===== src/rtl/alu_mc.sv =====
// alu_mc: multi-cycle ALU with valid/ready handshakes, status flags and one-bit-per-cycle shifts.
// Define ALU_MUL_EN to build the iterative shift-and-add multiplier (sel=10); otherwise sel=10 is illegal.
module alu_mc #(
  parameter int WIDTH = 32
) (
  input  logic             clk,
  input  logic             rst_n,
  input  logic             in_valid,
  output logic             in_ready,
  input  logic [WIDTH-1:0] a,
  input  logic [WIDTH-1:0] b,
  input  logic [3:0]       sel,
  output logic             out_valid,
  input  logic             out_ready,
  output logic [WIDTH-1:0] out,
  output logic [4:0]       flags
);
  localparam int SHW = $clog2(WIDTH);

  localparam logic [3:0] OP_AND  = 4'd0;
  localparam logic [3:0] OP_OR   = 4'd1;
  localparam logic [3:0] OP_XOR  = 4'd2;
  localparam logic [3:0] OP_ADD  = 4'd3;
  localparam logic [3:0] OP_SUB  = 4'd4;
  localparam logic [3:0] OP_SLT  = 4'd5;
  localparam logic [3:0] OP_SLTU = 4'd6;
  localparam logic [3:0] OP_SLL  = 4'd7;
  localparam logic [3:0] OP_SRL  = 4'd8;
  localparam logic [3:0] OP_SRA  = 4'd9;
`ifdef ALU_MUL_EN
  localparam logic [3:0] OP_MUL  = 4'd10;
`endif

  localparam logic [SHW:0] CNT_ONE = (SHW+1)'(1);

  typedef enum logic [1:0] {IDLE, BUSY, DONE} state_e;

  state_e           state_q, state_d;
  logic [3:0]       op_q, op_d;
  logic [WIDTH-1:0] work_q, work_d;
  logic [SHW:0]     cnt_q, cnt_d;
  logic [WIDTH-1:0] out_q, out_d;
  logic [4:0]       flags_q, flags_d;
`ifdef ALU_MUL_EN
  logic [WIDTH-1:0] acc_q, acc_d;
  logic [WIDTH-1:0] mplr_q, mplr_d;
`endif

  logic [SHW-1:0]   shamt;
  logic             is_shift;
  logic             is_iter;
  logic [WIDTH:0]   sum_ext;
  logic [WIDTH:0]   diff_ext;
  logic [WIDTH-1:0] sc_res;
  logic             sc_carry;
  logic             sc_ovf;
  logic             sc_err;
  logic [WIDTH-1:0] sh_next;
  logic             sh_bit;
  logic [WIDTH-1:0] it_res;
  logic             it_carry;

  assign shamt     = b[SHW-1:0];
  assign is_shift  = (sel == OP_SLL) || (sel == OP_SRL) || (sel == OP_SRA);
`ifdef ALU_MUL_EN
  assign is_iter   = (is_shift && (shamt != '0)) || (sel == OP_MUL);
`else
  assign is_iter   = is_shift && (shamt != '0);
`endif
  assign in_ready  = (state_q == IDLE) && rst_n;
  assign out_valid = (state_q == DONE);
  assign out       = out_q;
  assign flags     = flags_q;

  // Single-cycle datapath; a zero-amount shift simply passes a through with carry 0.
  always_comb begin
    // NOTE: every combinational output gets a default first so no path can infer a latch.
    sum_ext  = {1'b0, a} + {1'b0, b};
    diff_ext = {1'b0, a} + {1'b0, ~b} + {{WIDTH{1'b0}}, 1'b1};
    sc_res   = '0;
    sc_carry = 1'b0;
    sc_ovf   = 1'b0;
    sc_err   = 1'b0;
    case (sel)
      OP_AND:  sc_res = a & b;
      OP_OR:   sc_res = a | b;
      OP_XOR:  sc_res = a ^ b;
      OP_ADD: begin
        sc_res   = sum_ext[WIDTH-1:0];
        sc_carry = sum_ext[WIDTH];
        sc_ovf   = (a[WIDTH-1] == b[WIDTH-1]) && (sum_ext[WIDTH-1] != a[WIDTH-1]);
      end
      OP_SUB: begin
        sc_res   = diff_ext[WIDTH-1:0];
        sc_carry = diff_ext[WIDTH];
        sc_ovf   = (a[WIDTH-1] != b[WIDTH-1]) && (diff_ext[WIDTH-1] != a[WIDTH-1]);
      end
      OP_SLT:  sc_res = {{(WIDTH-1){1'b0}}, ($signed(a) < $signed(b))};
      OP_SLTU: sc_res = {{(WIDTH-1){1'b0}}, (a < b)};
      OP_SLL, OP_SRL, OP_SRA: sc_res = a;
      default: sc_err = 1'b1;
    endcase
  end

  // One shift step on the working register, plus the bit that falls off.
  always_comb begin
    sh_bit  = 1'b0;
    sh_next = work_q;
    case (op_q)
      OP_SLL: begin
        sh_bit  = work_q[WIDTH-1];
        sh_next = {work_q[WIDTH-2:0], 1'b0};
      end
      OP_SRL: begin
        sh_bit  = work_q[0];
        sh_next = {1'b0, work_q[WIDTH-1:1]};
      end
      OP_SRA: begin
        sh_bit  = work_q[0];
        sh_next = {work_q[WIDTH-1], work_q[WIDTH-1:1]};
      end
      default: ;
    endcase
  end

  always_comb begin
    state_d  = state_q;
    op_d     = op_q;
    work_d   = work_q;
    cnt_d    = cnt_q;
    out_d    = out_q;
    flags_d  = flags_q;
`ifdef ALU_MUL_EN
    acc_d    = acc_q;
    mplr_d   = mplr_q;
`endif
    it_res   = '0;
    it_carry = 1'b0;
    case (state_q)
      IDLE: begin
        if (in_valid && in_ready) begin
          op_d   = sel;
          work_d = a;
          cnt_d  = {1'b0, shamt};
          if (is_iter) begin
            state_d = BUSY;
`ifdef ALU_MUL_EN
            acc_d  = '0;
            mplr_d = b;
            if (sel == OP_MUL) cnt_d = (SHW+1)'(WIDTH);
`endif
          end else begin
            state_d = DONE;
            out_d   = sc_res;
            flags_d = {sc_err, sc_res[WIDTH-1], sc_ovf, sc_carry, (sc_res == '0)};
          end
        end
      end
      BUSY: begin
        cnt_d    = cnt_q - CNT_ONE;
        work_d   = sh_next;
        it_res   = sh_next;
        it_carry = sh_bit;
`ifdef ALU_MUL_EN
        // Multiplicand walks left while multiplier bits are consumed from the bottom.
        if (op_q == OP_MUL) begin
          work_d   = work_q << 1;
          mplr_d   = mplr_q >> 1;
          acc_d    = mplr_q[0] ? (acc_q + work_q) : acc_q;
          it_res   = acc_d;
          it_carry = 1'b0;
        end
`endif
        if (cnt_q == CNT_ONE) begin
          state_d = DONE;
          out_d   = it_res;
          flags_d = {1'b0, it_res[WIDTH-1], 1'b0, it_carry, (it_res == '0)};
        end
      end
      DONE: if (out_ready) state_d = IDLE;
      default: state_d = IDLE;
    endcase
  end

  always_ff @(posedge clk) begin
    // NOTE: state registers use non-blocking assignments so every flop samples pre-edge values.
    if (!rst_n) begin
      state_q <= IDLE;
      op_q    <= '0;
      work_q  <= '0;
      cnt_q   <= '0;
      out_q   <= '0;
      flags_q <= '0;
`ifdef ALU_MUL_EN
      acc_q   <= '0;
      mplr_q  <= '0;
`endif
    end else begin
      state_q <= state_d;
      op_q    <= op_d;
      work_q  <= work_d;
      cnt_q   <= cnt_d;
      out_q   <= out_d;
      flags_q <= flags_d;
`ifdef ALU_MUL_EN
      acc_q   <= acc_d;
      mplr_q  <= mplr_d;
`endif
    end
  end

endmodule


===== config.mk =====
export PLATFORM = sky130hd
export DESIGN_NAME = alu_mc
export DESIGN_NICKNAME = d
export VERILOG_FILES = /design/src/rtl/alu_mc.sv
export SDC_FILE = /design/constraint.sdc
export NUM_CORES = 1
export LEC_CHECK = 0
export BUFFER_PORTS_ARGS = -buffer_cell sky130_fd_sc_hd__buf_2
export CAP_MARGIN = 20
export CORE_MARGIN = 3
export CORE_UTILIZATION = 31
export DETAILED_ROUTE_END_ITERATION = 16
export PLACE_DENSITY_LB_ADDON = 0.3
export SETUP_SLACK_MARGIN = 0.2
export SLEW_MARGIN = 20
export SYNTH_ARGS = -nofsm -noshare
export SYNTH_HDL_FRONTEND = slang
export SYNTH_SLANG_ARGS = --single-unit

===== constraint.sdc =====
create_clock -name clk -period 7.6 [get_ports clk]
set_input_delay 0.76 -clock clk [delete_from_list [all_inputs] [get_ports clk]]
set_output_delay 0.76 -clock clk [all_outputs]
set_load 0.05 [all_outputs]

# Yosys cells after proc, flatten, opt, wreduce, memory -nomap -nowiden

Cells that the tools add are included.

Bits in registers: 81
Bits in latches: 0
Memory bits (writable): 0
Bits in read-only memories: 0
Input port bits: 72
Output and inout bits: 39
Word-level logic and storage cells: 82
Memories: 0

Add/subtract/negate cells: 4
$mul: 0
Div/mod/pow operators: 0
$lt $le $gt $ge: 2
Eq/ne operators: 23
Shifts and indexed selects: 0
Multiplexer cells: 23
Bitwise operators: 4
Reduce and logical (&&, ||, !) cells: 20

Operators with widths:

| operator              | count |
|---|---|
| $pmux 32 s8           | 1 |
| $mux 32               | 4 |
| $pmux 32 s2           | 2 |
| $pmux 32 s3           | 1 |
| $add 32x32->33        | 2 |
| $logic_not 32->1      | 2 |
| $lt 32x32->1          | 2 |
| $add 33x1->33 const B | 1 |
| $and 32x32->32        | 1 |
| $not 32->32           | 1 |
| $or 32x32->32         | 1 |
| $xor 32x32->32        | 1 |
| $eq 4x3->1 const B    | 5 |
| $eq 4x4->1 const B    | 4 |
| $mux 5                | 3 |
| $pmux 6 s2            | 1 |
| $pmux 5 s2            | 1 |
| $reduce_or 10->1      | 1 |
| $eq 4x2->1 const B    | 2 |
| $mux 2                | 4 |
| $eq 6x1->1 const B    | 1 |
| $mux 6                | 1 |
| $pmux 1 s2            | 3 |
| $pmux 2 s3            | 1 |
| other kinds (20)      | 30 |

# Longest topological paths before layout

Word-level depth: 9
Depth in mapped cells: 15
Depth with buffers taken out: 15

# Worst setup path before layout

Ideal clock, no wire load.

Path type: input to register
From: input rst_n
To: register flags_q[0] (netlist: flags[0])
Library setup time: 96 ps
Data arrival time: 3912 ps
Required time: 7504 ps
Setup slack: 3592 ps
Stages: 11
Cells stage by stage: clkbuf_1 -> nor3b_1 -> nand2_1 -> o22ai_2 -> o2111a_1 -> o2111ai_1 -> nor4_1 -> nand4b_1 -> nor3_1 -> nand4_1 -> o41ai_2

Cells in the longest elaborated chain, start to end: 4

Ends and longest elaborated chain:

| element                    | line | RTL |
|---|---|---|
| from (decl)                | 7    | `input logic rst_n,` |
| $logic_and 1x1->1          | 70   | `assign in_ready = (state_q == IDLE) && rst_n;` |
| net in_ready               | 9    | `output logic in_ready,` |
| $logic_and 1x1->1          | 141  | `if (in_valid && in_ready) begin` |
| $ne 2x1->1 (no line)       | -    |  |
| $reduce_and 4->1 (no line) | -    |  |
| to (signal assigned)       | 204  | `flags_q <= flags_d;` |
| to (decl)                  | 43   | `logic [4:0] flags_q, flags_d;` |

The timed path passes the listed nets, and every way through them passes these cells.
A chain may end at the register's enable or synchronous reset.

# Worst setup path in the final report

From: input a[7]
To: register flags_q[0] (netlist: flags[0])

Cells in the longest elaborated chain, start to end: 7
Elaborated cells on any way between the ends: 13
Those cells by class: add/sub (3); order compare (2); mux (4); bitwise (3); reduce/logical (1)

Ends and longest elaborated chain:

| element            | line | RTL |
|---|---|---|
| from (decl)        | 10   | `input logic [WIDTH-1:0] a,` |
| $add 32x32->33     | 79   | `diff_ext = {1'b0, a} + {1'b0, ~b} + {{WIDTH{1'b0}}, 1'b1};` |
| $add 33x1->33      | 79   |  |
| $pmux 32 s8 *      | 84   | `case (sel)` |
| $logic_not 32->1 * | 155  | `flags_d = {sc_err, sc_res[WIDTH-1], sc_ovf, sc_carry, (sc_res == '0)};` |
| $mux 5 *           | 145  | `if (is_iter) begin` |
| $mux 5 *           | 141  |  |
| $pmux 5 s2 *       | 139  | `case (state_q)` |

Mark *: on every way between the ends. The rest lies on a longest branch, timed or not. The select of a mux whose other input is x is not followed.

==> results.md <==
Logic synthesis:
- After synthesis, the cell types taking the most area are sky130_fd_sc_hd__dfxtp_1, sky130_fd_sc_hd__ha_1, sky130_fd_sc_hd__nand2_1.
- In this run the mean area of a mapped cell was 7.14 sq um.
- Counting instances in the post-synthesis netlist gives the leading cell types as sky130_fd_sc_hd__nand2_1, sky130_fd_sc_hd__o21ai_0, sky130_fd_sc_hd__nor2_1.
- The number of enable flip-flop cells after synthesis is 0.
- The area share of the largest cell type after synthesis is 15.9%.
- The count of synthesis-stage warnings from yosys is 0.
- The summed instance area of the synthesized netlist is 10,100 sq um.
- Counting distinct cell types in the post-synthesis netlist gives 95.
- The share of flip-flops with an asynchronous set or reset is 0%.
- The synthesized design contains 80 register bits.
- Among all cell types in the netlist, the one instantiated most often is sky130_fd_sc_hd__nand2_1.
- Of the synthesized area, sequential elements account for 15.9%.
- The leading register cell type out of synthesis is sky130_fd_sc_hd__dfxtp_1.
- Summed over all instances, the cell type with the most area after synthesis is sky130_fd_sc_hd__dfxtp_1.
- Counting every net in the synthesized netlist gives 1,583.
- The gate count after technology mapping is 1,408.

Drt:
- The violation count after the first detailed-routing iteration is 1,537.
- The number of vias in the routed layout is 11,399.
- The via density per instance is 6.06.
- In the final routed layout, each cell accounts on average for 22.3 um.
- The routed design has 42,000 um of wire.
- The number of nets still failing antenna checks after routing is 0.
- The number of remaining DRC errors is 0.
- The number of iterations in the first detailed-routing pass is 6.

Floorplanning:
- The core region is 31,800 sq um.
- The initial utilization of the core area, before any placement, comes to 31.6%.
- The die covers 34,600 sq um.
- In this run the count of I/O pins placed on the die edge is 111.
- The die is 186 um tall.
- The die width is 186 um.
- The number of rows in the core area is 65.

Min path:
- The path type of the worst min-delay path is flip-flop to flip-flop.

Clocking:
- The H-tree level count is 3.
- The TritonCTS buffer count is 9.
- The clock drives 80 sinks.
- The number of gates resized after CTS was 0.
- Clock-pin slew was measured on the worst setup and hold paths at 60 ps.
- The clock passes through at most 2 buffers.
- The hold buffer count at CTS is 0.
- The worst-skew pair later-pin latency is 350 ps.
- TritonCTS built the clock tree.
- The root buffer selected by CTS is sky130_fd_sc_hd__clkbuf_16.
- Buffers added to address setup during post-CTS repair amount to 0.

Worst setup path:
- The number of buffer and inverter instances along the worst setup path is 2.
- The critical path arrival is 4460 ps.
- Along the worst path, the maximum fanout reaches 11.
- STA puts the critical path data required time at 7850 ps.
- The critical path goes through buf_2 > inv_1 > ha_1 > nand2_1 > o21ai_0 > a21oi_1 > a31oi_1 > a2111oi_0 > a221o_1 > a211oi_2 > nand4b_1 > nor3_1 > nand4_1 > o41ai_2.
- The worst setup path is captured at a flip-flop.
- The family with the most delay on the worst path is compound AO/OA/AOI/OAI gates.
- The nature of the critical path startpoint is an input pin.
- In this design, the stage delay of the slowest critical-path cell is 510 ps.
- The largest individual stage delay along the critical path comes from the cell sky130_fd_sc_hd__o21ai_0.
- The path type of the worst setup path is input pin to flip-flop.

Run:
- The total of max-cap violations is 0.

STA:
- After layout, the minimum clock period comes to 4210 ps.
- The final worst clock skew is 10.3 ps.
- The final number of setup-violating endpoints is 0.
- In the final timing run, aggregate negative setup slack is 0 ps.
- The number of failing hold endpoints at the final stage is 0.
- The worst-case headroom to the max-slew limit is 33.4%.
- For this run, the top clock speed supported by timing is 0.238 GHz.
- In the finished design, the share of the clock period the worst path needs comes to 55.4%.
- The pin slew with the least headroom to its limit is 1000 ps.
- The worst hold margin is 470 ps.
- The number of pins with negative max-slew slack in the final report came to 0.
- Setup repair after global routing left no endpoint under its margin.

Placed design:
- The congestion estimate from routability-driven global placement came to 0.978.
- The half-perimeter wire length after detailed placement is 31,500 um.
- During placement, the flow inserted port buffers numbering 110.

Layout:
- The ratio of cells with drive above 1 in the final layout is 13.7%.
- Counting the fill cells in the layout gives 3,452.
- In the final layout, flip-flops and latches occupy 1600 sq um.
- The repair_antennas step left the layout with diodes totalling 0.
- The number of nets in the layout is 1,616.
- In the final layout, the multi-input gates occupy 7660 sq um.
- The layout overhead on the synthesized area is 11.0%.

Run status:
- The flow ran to the end, and the final reports show no timing, DRC or antenna violations.

Power and ir drop:
- The power per unit of standard cell area is 149 nW/um^2.
- The worst vdd rail ir drop is 91.2 uV.
- The total power is 1.67 mW.
- The leakage component of the power is 4.75 nW.

Global routing:
- The number of antenna violations at the first check in global routing is 0.
- The global-route total usage across every layer is 23.6%.
- The via count of the first global-routing pass is 10,584.
- The first global-routing pass estimated 63,700 um of wire.
- Entering global routing, the biggest net connects 83 pins.
- The total overflow reported by the global router is 0.
-- layout by cell type (no fill, tap or decap), types with 20 or more instances in the layout --
cell / netlist / layout
sky130_fd_sc_hd__a21oi_1: 94 / 94
sky130_fd_sc_hd__a221oi_1: 33 / 33
sky130_fd_sc_hd__a22oi_1: 55 / 55
sky130_fd_sc_hd__a31oi_1: 23 / 22
sky130_fd_sc_hd__buf_2: 18 / 110
sky130_fd_sc_hd__dfxtp_1: 80 / 80
sky130_fd_sc_hd__ha_1: 101 / 101
sky130_fd_sc_hd__inv_1: 99 / 99
sky130_fd_sc_hd__nand2_1: 146 / 146
sky130_fd_sc_hd__nand3_1: 34 / 34
sky130_fd_sc_hd__nor2_1: 102 / 100
sky130_fd_sc_hd__nor2b_1: 39 / 39
sky130_fd_sc_hd__nor3_1: 31 / 31
sky130_fd_sc_hd__nor4_1: 21 / 20
sky130_fd_sc_hd__o211ai_1: 22 / 22
sky130_fd_sc_hd__o21ai_0: 107 / 107
sky130_fd_sc_hd__o22ai_1: 20 / 20
-- final timing paths --
path | start | endpoint | slack (ps) | depth (start not counted)
min | op_q[3] | op_q[3] | 470 | 2
min reg2reg | op_q[3] | op_q[3] | 470 | 2
max | a[7] | flags[0] | 3390 | 14
max reg2reg | state_q[0] | flags[0] | 3730 | 12
-- sequential cells by signal, indices dropped and copies added, names as in the netlist --
register  flops
cnt_q         6
flags         5
op_q          4
out          31
state_q       2
work_q       32
-- area by class of cell --
class	instances	area share, %
Clock buffer	10	2.05
Clock inverter	6	0.594
Inverter	101	3.40
Multi-Input combinational cell	1122	68.7
Sequential cell	80	14.3
Tap cell	435	4.88
Timing Repair Buffer	127	6.08
-- per-stage QoR --
step | utilization, % | setup WS (ps) | std cells | cell area, sq um
5_1_grt | 35.1 | 3190 | 1881 | 11200
2_1_floorplan | - | 3590 | 1408 | 10100
3_3_place_gp | 34.1 | 2970 | 1865 | 10900
6_report | 35.1 | 3390 | 1881 | 11200
4_1_cts | 35.1 | 3360 | 1881 | 11200
3_5_place_dp | 34.1 | 3010 | 1865 | 10900
-- power by group --
part / switching [mW] / leakage, nW / internal (mW)
sequential: 0.0261 / 0.655 / 0.449
clock: 0.185 / 0.147 / 0.256
combinational: 0.511 / 3.95 / 0.238
total: 0.722 / 4.75 / 0.944
-- tightest hold or removal path, delay by kind of cell, from the launching register on --
| kind | cells | cell delay (ps) |
|---|---|---|
| flops | 1 | 320 |
| simple gates | 2 | 110 |
-- kinds of logic after synthesis --
logic type | Yosys count | synth area share, %
xor+xnor | 6 | 0.523
mux | 22 | 2.23
flops | 80 | 15.9
buf+inv | 206 | 8.36
simple gates | 460 | 22.7
compound gates | 531 | 37.3
fa+ha+maj | 103 | 13.0
-- layer usage --
layer,vias to the layer above,track usage (%),routed length (um)
li1,5287,-,-
met1,5395,32.0,18000
met2,615,37.9,19000
met3,102,2.89,3030
met4,0,9.80,2030
met5,-,0,0
No activity file was read; power rests on OpenSTA's default activity.
